[config.mk]
export PLATFORM = sky130hd
export DESIGN_NAME = nor_bus_ctrl_flat
export DESIGN_NICKNAME = d
export VERILOG_FILES = /design/src/rtl/nor_pkg.sv /design/src/rtl/nor_bus_ctrl_if.sv /design/src/rtl/nor_ry_sync.sv /design/src/rtl/nor_bus_ctrl.sv /design/src/flat_wrapper.sv
export SDC_FILE = /design/constraint.sdc
export NUM_CORES = 1
export LEC_CHECK = 0
export ABC_AREA = 1
export BUFFER_PORTS_ARGS = -buffer_cell sky130_fd_sc_hd__buf_4
export CAP_MARGIN = 5
export CORE_MARGIN = 5
export CORE_UTILIZATION = 56
export CTS_BUF_LIST = sky130_fd_sc_hd__clkbuf_4 sky130_fd_sc_hd__clkbuf_8
export DETAILED_ROUTE_END_ITERATION = 8
export GPL_ROUTABILITY_DRIVEN = 0
export GPL_TIMING_DRIVEN = 0
export MAX_ROUTING_LAYER = met4
export PLACE_DENSITY = 0.88
export SKIP_CTS_REPAIR_TIMING = 1
export SLEW_MARGIN = 20
export SYNTH_ARGS = -nofsm -noshare
export SYNTH_HDL_FRONTEND = slang
export SYNTH_SLANG_ARGS = --single-unit
[constraint.sdc]
create_clock -name clk_i -period 2.8 [get_ports clk_i]
set_input_delay 0.28 -clock clk_i [delete_from_list [all_inputs] [get_ports clk_i]]
set_output_delay 0.28 -clock clk_i [all_outputs]
set_load 0.005 [all_outputs]
[src/rtl/nor_pkg.sv]
// Shared definitions for the NOR flash bus controller: FSM state encoding,
// default NR1B-SQT56 timing at sysclk and default bus widths.
package nor_pkg;

  localparam int unsigned NOR_ADDR_W     = 26;
  localparam int unsigned NOR_DATA_W     = 16;

  // Default bus timing, all in sysclk cycles
  localparam int unsigned NOR_T_SETUP    = 2;
  localparam int unsigned NOR_T_PULSE_RD = 6;
  localparam int unsigned NOR_T_PULSE_WR = 4;
  localparam int unsigned NOR_T_HOLD     = 2;
  localparam int unsigned NOR_RY_TIMEOUT = 65535;

  typedef enum logic [2:0] {
    ST_IDLE   = 3'd0,
    ST_WAITRY = 3'd1,
    ST_SETUP  = 3'd2,
    ST_PULSE  = 3'd3,
    ST_HOLD   = 3'd4,
    ST_DONE   = 3'd5
  } nor_state_t;

  // Larger of two values, used to size the shared phase counter
  function automatic int unsigned nor_max(input int unsigned a, input int unsigned b);
    return (a > b) ? a : b;
  endfunction

endpackage

[src/rtl/nor_bus_ctrl_if.sv]
// Wishbone-classic single-word request bus between the NOR strobe path and
// the NOR bus controller.
//   master: drives cyc/stb/we/adr/dat_i, receives dat_o/ack/err
//   slave : the controller side
interface nor_bus_ctrl_if
  import nor_pkg::*;
#(
  parameter int unsigned ADDR_W = NOR_ADDR_W,
  parameter int unsigned DATA_W = NOR_DATA_W
);

  logic              wb_cyc_i;
  logic              wb_stb_i;
  logic              wb_we_i;
  logic [ADDR_W-1:0] wb_adr_i;
  logic [DATA_W-1:0] wb_dat_i;
  logic [DATA_W-1:0] wb_dat_o;
  logic              wb_ack_o;
  logic              wb_err_o;

  modport master (
    output wb_cyc_i, wb_stb_i, wb_we_i, wb_adr_i, wb_dat_i,
    input  wb_dat_o, wb_ack_o, wb_err_o
  );

  modport slave (
    input  wb_cyc_i, wb_stb_i, wb_we_i, wb_adr_i, wb_dat_i,
    output wb_dat_o, wb_ack_o, wb_err_o
  );

endinterface

[src/rtl/nor_ry_sync.sv]
// Two-flop synchronizer for an asynchronous pad input. Resets to 1 so an
// idle/ready level is presented until the pad has been sampled.
//   clk  : destination clock
//   rst  : synchronous active-high reset
//   din  : asynchronous input
//   dout : synchronized output (second flop)
module nor_ry_sync (
  input  logic clk,
  input  logic rst,
  input  logic din,
  output logic dout
);

  logic meta;

  always_ff @(posedge clk) begin
    if (rst) begin
      meta <= 1'b1;
      dout <= 1'b1;
    end else begin
      meta <= din;
      dout <= meta;
    end
  end

endmodule

[src/rtl/nor_bus_ctrl.sv]
// Wishbone-classic slave that turns single-word read/write requests into
// timed asynchronous NOR flash bus cycles (CE#/OE#/WE#, address, DQ).
// Writes wait for a synchronized RY/BY# with a timeout.
//   clk_i, reset_i : sysclk, synchronous active-high reset
//   wb             : Wishbone request bus (slave side)
//   busy_o         : high whenever the FSM is not idle
//   ry_o           : synchronized RY/BY# (1 = ready)
//   nor_*          : NOR pad-side address, DQ in/out/oe, RY/BY#, strobes
module nor_bus_ctrl
  import nor_pkg::*;
#(
  parameter int unsigned ADDR_W     = NOR_ADDR_W,
  parameter int unsigned DATA_W     = NOR_DATA_W,
  parameter int unsigned T_SETUP    = NOR_T_SETUP,
  parameter int unsigned T_PULSE_RD = NOR_T_PULSE_RD,
  parameter int unsigned T_PULSE_WR = NOR_T_PULSE_WR,
  parameter int unsigned T_HOLD     = NOR_T_HOLD,
  parameter int unsigned RY_TIMEOUT = NOR_RY_TIMEOUT
) (
  input  logic              clk_i,
  input  logic              reset_i,
  nor_bus_ctrl_if.slave     wb,
  output logic              busy_o,
  output logic              ry_o,
  output logic [ADDR_W-1:0] nor_addr_o,
  input  logic [DATA_W-1:0] nor_data_i,
  output logic [DATA_W-1:0] nor_data_o,
  output logic              nor_data_oe,
  input  logic              nor_ry_i,
  output logic              nor_ce_o,
  output logic              nor_oe_o,
  output logic              nor_we_o
);

  localparam int unsigned T_MAX =
    nor_max(nor_max(nor_max(T_SETUP, T_PULSE_RD), nor_max(T_PULSE_WR, T_HOLD)), RY_TIMEOUT);
  localparam int unsigned CNT_W = $clog2(T_MAX) + 1;

  // Terminal count of each phase; a phase ends on the cycle cnt hits these
  localparam logic [CNT_W-1:0] SETUP_LAST = CNT_W'(T_SETUP - 1);
  localparam logic [CNT_W-1:0] PR_LAST    = CNT_W'(T_PULSE_RD - 1);
  localparam logic [CNT_W-1:0] PW_LAST    = CNT_W'(T_PULSE_WR - 1);
  localparam logic [CNT_W-1:0] HOLD_LAST  = CNT_W'(T_HOLD - 1);
  localparam logic [CNT_W-1:0] RY_LAST    = CNT_W'(RY_TIMEOUT - 1);

  nor_state_t       state;
  logic [CNT_W-1:0] cnt;
  logic             dir_wr;

  nor_ry_sync u_ry_sync (
    .clk  (clk_i),
    .rst  (reset_i),
    .din  (nor_ry_i),
    .dout (ry_o)
  );

  // Bus FSM. Pad strobes are registered, so each transition sets the
  // strobe levels that belong to the state being entered.
  always_ff @(posedge clk_i) begin
    if (reset_i) begin
      state       <= ST_IDLE;
      cnt         <= '0;
      dir_wr      <= 1'b0;
      busy_o      <= 1'b0;
      nor_addr_o  <= '0;
      nor_data_o  <= '0;
      nor_data_oe <= 1'b0;
      nor_ce_o    <= 1'b1;
      nor_oe_o    <= 1'b1;
      nor_we_o    <= 1'b1;
      wb.wb_dat_o <= '0;
      wb.wb_ack_o <= 1'b0;
      wb.wb_err_o <= 1'b0;
    end else begin
      wb.wb_ack_o <= 1'b0;
      wb.wb_err_o <= 1'b0;
      unique case (state)
        ST_IDLE: begin
          if (wb.wb_cyc_i && wb.wb_stb_i && !wb.wb_ack_o && !wb.wb_err_o) begin
            nor_addr_o <= wb.wb_adr_i;
            nor_data_o <= wb.wb_dat_i;
            dir_wr     <= wb.wb_we_i;
            cnt        <= '0;
            busy_o     <= 1'b1;
            if (!wb.wb_we_i || ry_o) begin
              state       <= ST_SETUP;
              nor_ce_o    <= 1'b0;
              nor_data_oe <= wb.wb_we_i;
            end else begin
              state <= ST_WAITRY;
            end
          end
        end

        // Abort has priority; ready is checked before the timeout
        ST_WAITRY: begin
          if (!wb.wb_cyc_i) begin
            state  <= ST_IDLE;
            busy_o <= 1'b0;
          end else if (ry_o) begin
            state       <= ST_SETUP;
            cnt         <= '0;
            nor_ce_o    <= 1'b0;
            nor_data_oe <= 1'b1;
          end else if (cnt == RY_LAST) begin
            state       <= ST_DONE;
            cnt         <= '0;
            wb.wb_err_o <= 1'b1;
          end else begin
            cnt <= cnt + CNT_W'(1);
          end
        end

        ST_SETUP: begin
          if (cnt == SETUP_LAST) begin
            state    <= ST_PULSE;
            cnt      <= '0;
            nor_oe_o <= dir_wr;
            nor_we_o <= !dir_wr;
          end else begin
            cnt <= cnt + CNT_W'(1);
          end
        end

        // Read data is captured while OE# is still low on the last cycle
        ST_PULSE: begin
          if (cnt == (dir_wr ? PW_LAST : PR_LAST)) begin
            state    <= ST_HOLD;
            cnt      <= '0;
            nor_oe_o <= 1'b1;
            nor_we_o <= 1'b1;
            if (!dir_wr) begin
              wb.wb_dat_o <= nor_data_i;
            end
          end else begin
            cnt <= cnt + CNT_W'(1);
          end
        end

        // An aborted cycle still completes; only the ack is dropped
        ST_HOLD: begin
          if (cnt == HOLD_LAST) begin
            state       <= ST_DONE;
            cnt         <= '0;
            nor_ce_o    <= 1'b1;
            nor_data_oe <= 1'b0;
            wb.wb_ack_o <= wb.wb_cyc_i;
          end else begin
            cnt <= cnt + CNT_W'(1);
          end
        end

        // Turnaround cycle; ack/err is visible here
        ST_DONE: begin
          state  <= ST_IDLE;
          busy_o <= 1'b0;
        end

        default: begin
          state       <= ST_IDLE;
          cnt         <= '0;
          busy_o      <= 1'b0;
          nor_ce_o    <= 1'b1;
          nor_oe_o    <= 1'b1;
          nor_we_o    <= 1'b1;
          nor_data_oe <= 1'b0;
        end
      endcase
    end
  end

endmodule
[src/flat_wrapper.sv]
// flat-port wrapper written by rule: the top's interface ports become plain ports
module nor_bus_ctrl_flat import nor_pkg::*;
#(
  parameter int unsigned ADDR_W     = NOR_ADDR_W,
  parameter int unsigned DATA_W     = NOR_DATA_W,
  parameter int unsigned T_SETUP    = NOR_T_SETUP,
  parameter int unsigned T_PULSE_RD = NOR_T_PULSE_RD,
  parameter int unsigned T_PULSE_WR = NOR_T_PULSE_WR,
  parameter int unsigned T_HOLD     = NOR_T_HOLD,
  parameter int unsigned RY_TIMEOUT = NOR_RY_TIMEOUT
)
  (clk_i, reset_i, busy_o, ry_o, nor_addr_o, nor_data_i, nor_data_o, nor_data_oe, nor_ry_i, nor_ce_o, nor_oe_o, nor_we_o, wb_wb_cyc_i, wb_wb_stb_i, wb_wb_we_i, wb_wb_adr_i, wb_wb_dat_i, wb_wb_dat_o, wb_wb_ack_o, wb_wb_err_o);
  nor_bus_ctrl_if #(.ADDR_W(ADDR_W), .DATA_W(DATA_W)) wb_i ();
  input  logic clk_i;
  input  logic reset_i;
  output logic busy_o;
  output logic ry_o;
  output logic [ADDR_W-1:0] nor_addr_o;
  input  logic [DATA_W-1:0] nor_data_i;
  output logic [DATA_W-1:0] nor_data_o;
  output logic nor_data_oe;
  input  logic nor_ry_i;
  output logic nor_ce_o;
  output logic nor_oe_o;
  output logic nor_we_o;
  input wire logic [$bits(wb_i.wb_cyc_i)-1:0] wb_wb_cyc_i;
  input wire logic [$bits(wb_i.wb_stb_i)-1:0] wb_wb_stb_i;
  input wire logic [$bits(wb_i.wb_we_i)-1:0] wb_wb_we_i;
  input wire logic [$bits(wb_i.wb_adr_i)-1:0] wb_wb_adr_i;
  input wire logic [$bits(wb_i.wb_dat_i)-1:0] wb_wb_dat_i;
  output wire logic [$bits(wb_i.wb_dat_o)-1:0] wb_wb_dat_o;
  output wire logic [$bits(wb_i.wb_ack_o)-1:0] wb_wb_ack_o;
  output wire logic [$bits(wb_i.wb_err_o)-1:0] wb_wb_err_o;
  assign wb_i.wb_cyc_i = wb_wb_cyc_i;
  assign wb_i.wb_stb_i = wb_wb_stb_i;
  assign wb_i.wb_we_i = wb_wb_we_i;
  assign wb_i.wb_adr_i = wb_wb_adr_i;
  assign wb_i.wb_dat_i = wb_wb_dat_i;
  assign wb_wb_dat_o = wb_i.wb_dat_o;
  assign wb_wb_ack_o = wb_i.wb_ack_o;
  assign wb_wb_err_o = wb_i.wb_err_o;
  nor_bus_ctrl #(.ADDR_W(ADDR_W), .DATA_W(DATA_W), .T_SETUP(T_SETUP), .T_PULSE_RD(T_PULSE_RD), .T_PULSE_WR(T_PULSE_WR), .T_HOLD(T_HOLD), .RY_TIMEOUT(RY_TIMEOUT)) u_core (.clk_i(clk_i), .reset_i(reset_i), .wb(wb_i), .busy_o(busy_o), .ry_o(ry_o), .nor_addr_o(nor_addr_o), .nor_data_i(nor_data_i), .nor_data_o(nor_data_o), .nor_data_oe(nor_data_oe), .nor_ry_i(nor_ry_i), .nor_ce_o(nor_ce_o), .nor_oe_o(nor_oe_o), .nor_we_o(nor_we_o));
endmodule
==> summary.md <==
| Metric | Value |
|---|---|
| Pleak | `around 0.0024 uW` |
| Residual DRC | `0` |
| Final setup fails | `0` |
| Synth warnings | `0` |
| First-pass GRT wire length | `18.2 mm` |
| Area added between synthesis and finish | `33.7%` |
| #FFs+latches synth | `between 80 and 90` |
| Core Area | `0.00672 mm2` |
| Io pins | `130` |
| Largest net degree at the start of global routing | `17` |
| Worst hold endpoint | `u_core.u_ry_sync.meta` |
| Vias per std cell | `5.37` |
| EDFF count, synth | `0` |
| Total global routing overflow | `0` |
| Outcome | `completed` |
| Syn Nets | `598` |
| Crit path max-delay family | `simple AND/OR/NAND/NOR gates` |
| Htree depth | `3` |
| Setup TNS | `0 ns` |
| Flop2flop setup slack | `1.02 ns` |
| Die height | `92.8 um` |
| Clock sinks | `88` |
| Synth async-reset ratio | `0%` |
| Synth top area cells | `dfxtp_1 (46%), nor2_1 (15%), o21ai_0 (8.5%)` |
| Max Root-Sink Buffers | `2` |
| Fillcell total | `454` |
| HP Class | `primary input to flop` |
| Slew headroom | `between 60% and 70%` |
| Buffers plus inverters on the worst setup path | `2` |
| Routed wire length | `11.0 mm` |
| WP data arrival | `2.00 ns` |
| DR pass1 iterations | `6` |
| TritonCTS Buffers | `9` |
| Critical Path Slowest Stage Cell | `dfxtp_1` |
| Later-pin clock latency in the skew report | `around 0.36 ns` |
| Crit-path cells | `ha_1, inv_1, nor2_1, nand2_1, nor2_1, nand2_1, nand2_1, nand2_1, nor2_1, inv_1, nand2_1, nand3_1` |
| Via count | `between 4000 and 5000` |
| Gr usage total | `27.0%` |
| Initial core utilization | `57.2%` |
| Diode count | `0` |
| Synth cell types | `34` |
| Crit path capture type | `flop` |
| WL/cell | `14.6 um` |
| Clock root buffer | `clkbuf_8` |
| Worst reg2reg path startpoint | `u_core.cnt[0]` |
| Seq/Total Area, Yosys | `45.9%` |
| Worst r2r path cells | `12` |
| P per Cell Area | `about 820 mW/mm2` |
| Share of cells above drive strength 1 | `a little over a quarter` |
| Final Cycle Share | `63.6%` |
| Area of the multi-input gates | `about 0.0018 mm2` |
| Slew Viols, Final | `0` |
| Clock-pin slew on the worst setup and hold paths | `0.09 ns` |
| CP startpoint kind | `flop` |
| Hpwl dp | `8.34 mm` |
| Worst Skew | `between 0.009 and 0.01 ns` |
| Data required time of the worst path | `3.02 ns` |
| R2r endpoint | `u_core.nor_we_o` |
| Post-synthesis average cell area | `approximately 7.2 um2` |
| Worst-Margin Slew | `0.506 ns` |
| Die ar. | `0.00861 mm2` |
| Nets@finish | `about 740` |
| Fin Hold WS | `0.112 ns` |
| Hold Fails Final Rpt | `0` |
| Area leader, netlist | `dfxtp_1` |
| Vias in the first global route | `4068` |
| Iter 0 DRT Violations | `255` |
| Antenna Nets Post-Route | `0` |
| I/O Buffers | `129` |
| CTS tree | `done` |
| Post-Syn Area | `roughly 0.0038 mm2` |
| Chip width | `92.8 um` |
| Max rail drop VDD | `0.589 mV` |
| # Max-Cap Violations | `0` |
| Hold Crit Depth | `2` |
| Worst path max stage delay | `0.44 ns` |
| Hold_sp | `nor_ry_i` |
| RSZ-0062 raised after global routing | `no` |
| Most used cell, CP | `nand2_1` |
| Register area | `about 0.0018 mm2` |
| Area share of the largest cell type after synthesis | `45.9%` |
| Post-synthesis cell count | `531` |
| Crit Path Category | `flop to flop` |
| Initial antenna violation count | `0` |
| FP Rows | `30` |
| Fmax | `562 MHz` |
| Ys flop type | `dfxtp_1` |
| Fin crit period | `1.78 ns` |
| Worst-path fanout max | `6` |
-- cell type report --
| type | count | area share (%) |
|---|---|---|
| plain buffers | 22 | 2.24 |
| clock buffers | 9 | 2.41 |
| clock inverters | 7 | 2.00 |
| inverters | 40 | 2.92 |
| multi-input cells | 381 | 35.3 |
| flip-flops and latches | 88 | 34.3 |
| well taps | 80 | 1.95 |
| repair buffers | 129 | 18.9 |
-- stage by stage --
| stage | instance area (um2) | setup WS [ns] | util [%] | power, uW | std cells |
|---|---|---|---|---|---|
| global route | 5130 | 0.865 | 76.4 | 4490 | 756 |
| CTS | 5130 | 1.07 | 76.4 | 4210 | 756 |
| detailed placement | 4910 | 1.10 | 73.1 | 3210 | 740 |
| finish | 5130 | 1.02 | 76.4 | 4230 | 756 |
| global placement | 4910 | 1.12 | 73.1 | 3160 | 740 |
| floorplan | 3840 | 1.34 | - | 2620 | 531 |
-- cells by family after synthesis --
kind of cell | after synthesis | share of synthesized area, %
AOI/OAI and AO/OA | 83 | 11.3
xor gates and xnor gates | 4 | 0.913
adders and majority gates | 3 | 0.978
buffers and inverters | 62 | 6.91
DFF | 88 | 45.9
and+or+nand+nor | 291 | 34.0
-- per-layer routing --
| layer | vias up | track usage, % | wire [um] |
|---|---|---|---|
| li1 | 1993 | - | - |
| met1 | 1870 | 31.3 | 4420 |
| met2 | 171 | 44.8 | 5540 |
| met3 | 24 | 7.07 | 823 |
| met4 | 0 | 10.1 | 256 |
| met5 | - | - | 0 |
-- registers in the layout, indices dropped and copies added, names as in the netlist --
name,count
u_core.nor_addr_o,26
u_core.cnt,17
u_core.nor_data_o,16
u_core.wb.wb_dat_o,16
u_core.state,3
u_core.busy_o,1
u_core.dir_wr,1
u_core.nor_ce_o,1
u_core.nor_data_oe,1
u_core.nor_oe_o,1
u_core.nor_we_o,1
u_core.u_ry_sync.dout,1
u_core.u_ry_sync.meta,1
u_core.wb.wb_ack_o,1
u_core.wb.wb_err_o,1
-- synth_stat cells (3+ instances only) --
cell type,number
nor2_1,150
dfxtp_1,88
o21ai_0,65
nand2_1,60
inv_1,34
nand3_1,22
nor3_1,22
clkbuf_1,14
nand4_1,13
a21oi_1,9
inv_2,6
nand2_2,4
nor2_2,4
nor2_4,4
buf_6,3
ha_1,3
o21ai_1,3
or2_2,3
-- worst reg2reg max path: stages (launching register included) --
cell and delay (ns):
dfxtp_1 0.44, ha_1 0.19, inv_1 0.04, nor2_1 0.08, nand2_1 0.05, nor2_1 0.09
nand2_1 0.12, nand2_1 0.09, nand2_1 0.09, nor2_1 0.23, inv_1 0.09, nand2_1 0.07
nand3_1 0.06
-- cell usage in the layout, fill, tap and decap left out, types with 6 or more instances in the layout --
master	netlist	layout
nand2_1	60	60
dfxtp_1	88	88
o21ai_0	65	65
clkbuf_8	0	9
buf_4	2	131
nand3_1	22	22
clkbuf_1	14	14
nand4_1	13	13
inv_1	34	34
nor3_1	22	22
inv_2	6	6
a21oi_1	9	9
nor2_1	150	150
-- worst max path at each step --
stage,end,from,cells after the start
2_1_floorplan,u_core.cnt[14],u_core.cnt[0],9
3_3_place_gp,u_core.nor_we_o,u_core.cnt[0],12
3_5_place_dp,u_core.nor_oe_o,u_core.cnt[0],12
4_1_cts,u_core.cnt[14],u_core.cnt[0],9
5_1_grt,u_core.cnt[14],u_core.cnt[0],9
6_report,u_core.nor_we_o,u_core.cnt[0],12
-- where the power goes --
group	switching [uW]	total, uW	internal, uW
sequential	119	1560	1440
combinational	1030	1660	632
clock	493	1000	512
total	1640	4230	2590
No activity file was read; power rests on OpenSTA's default activity.
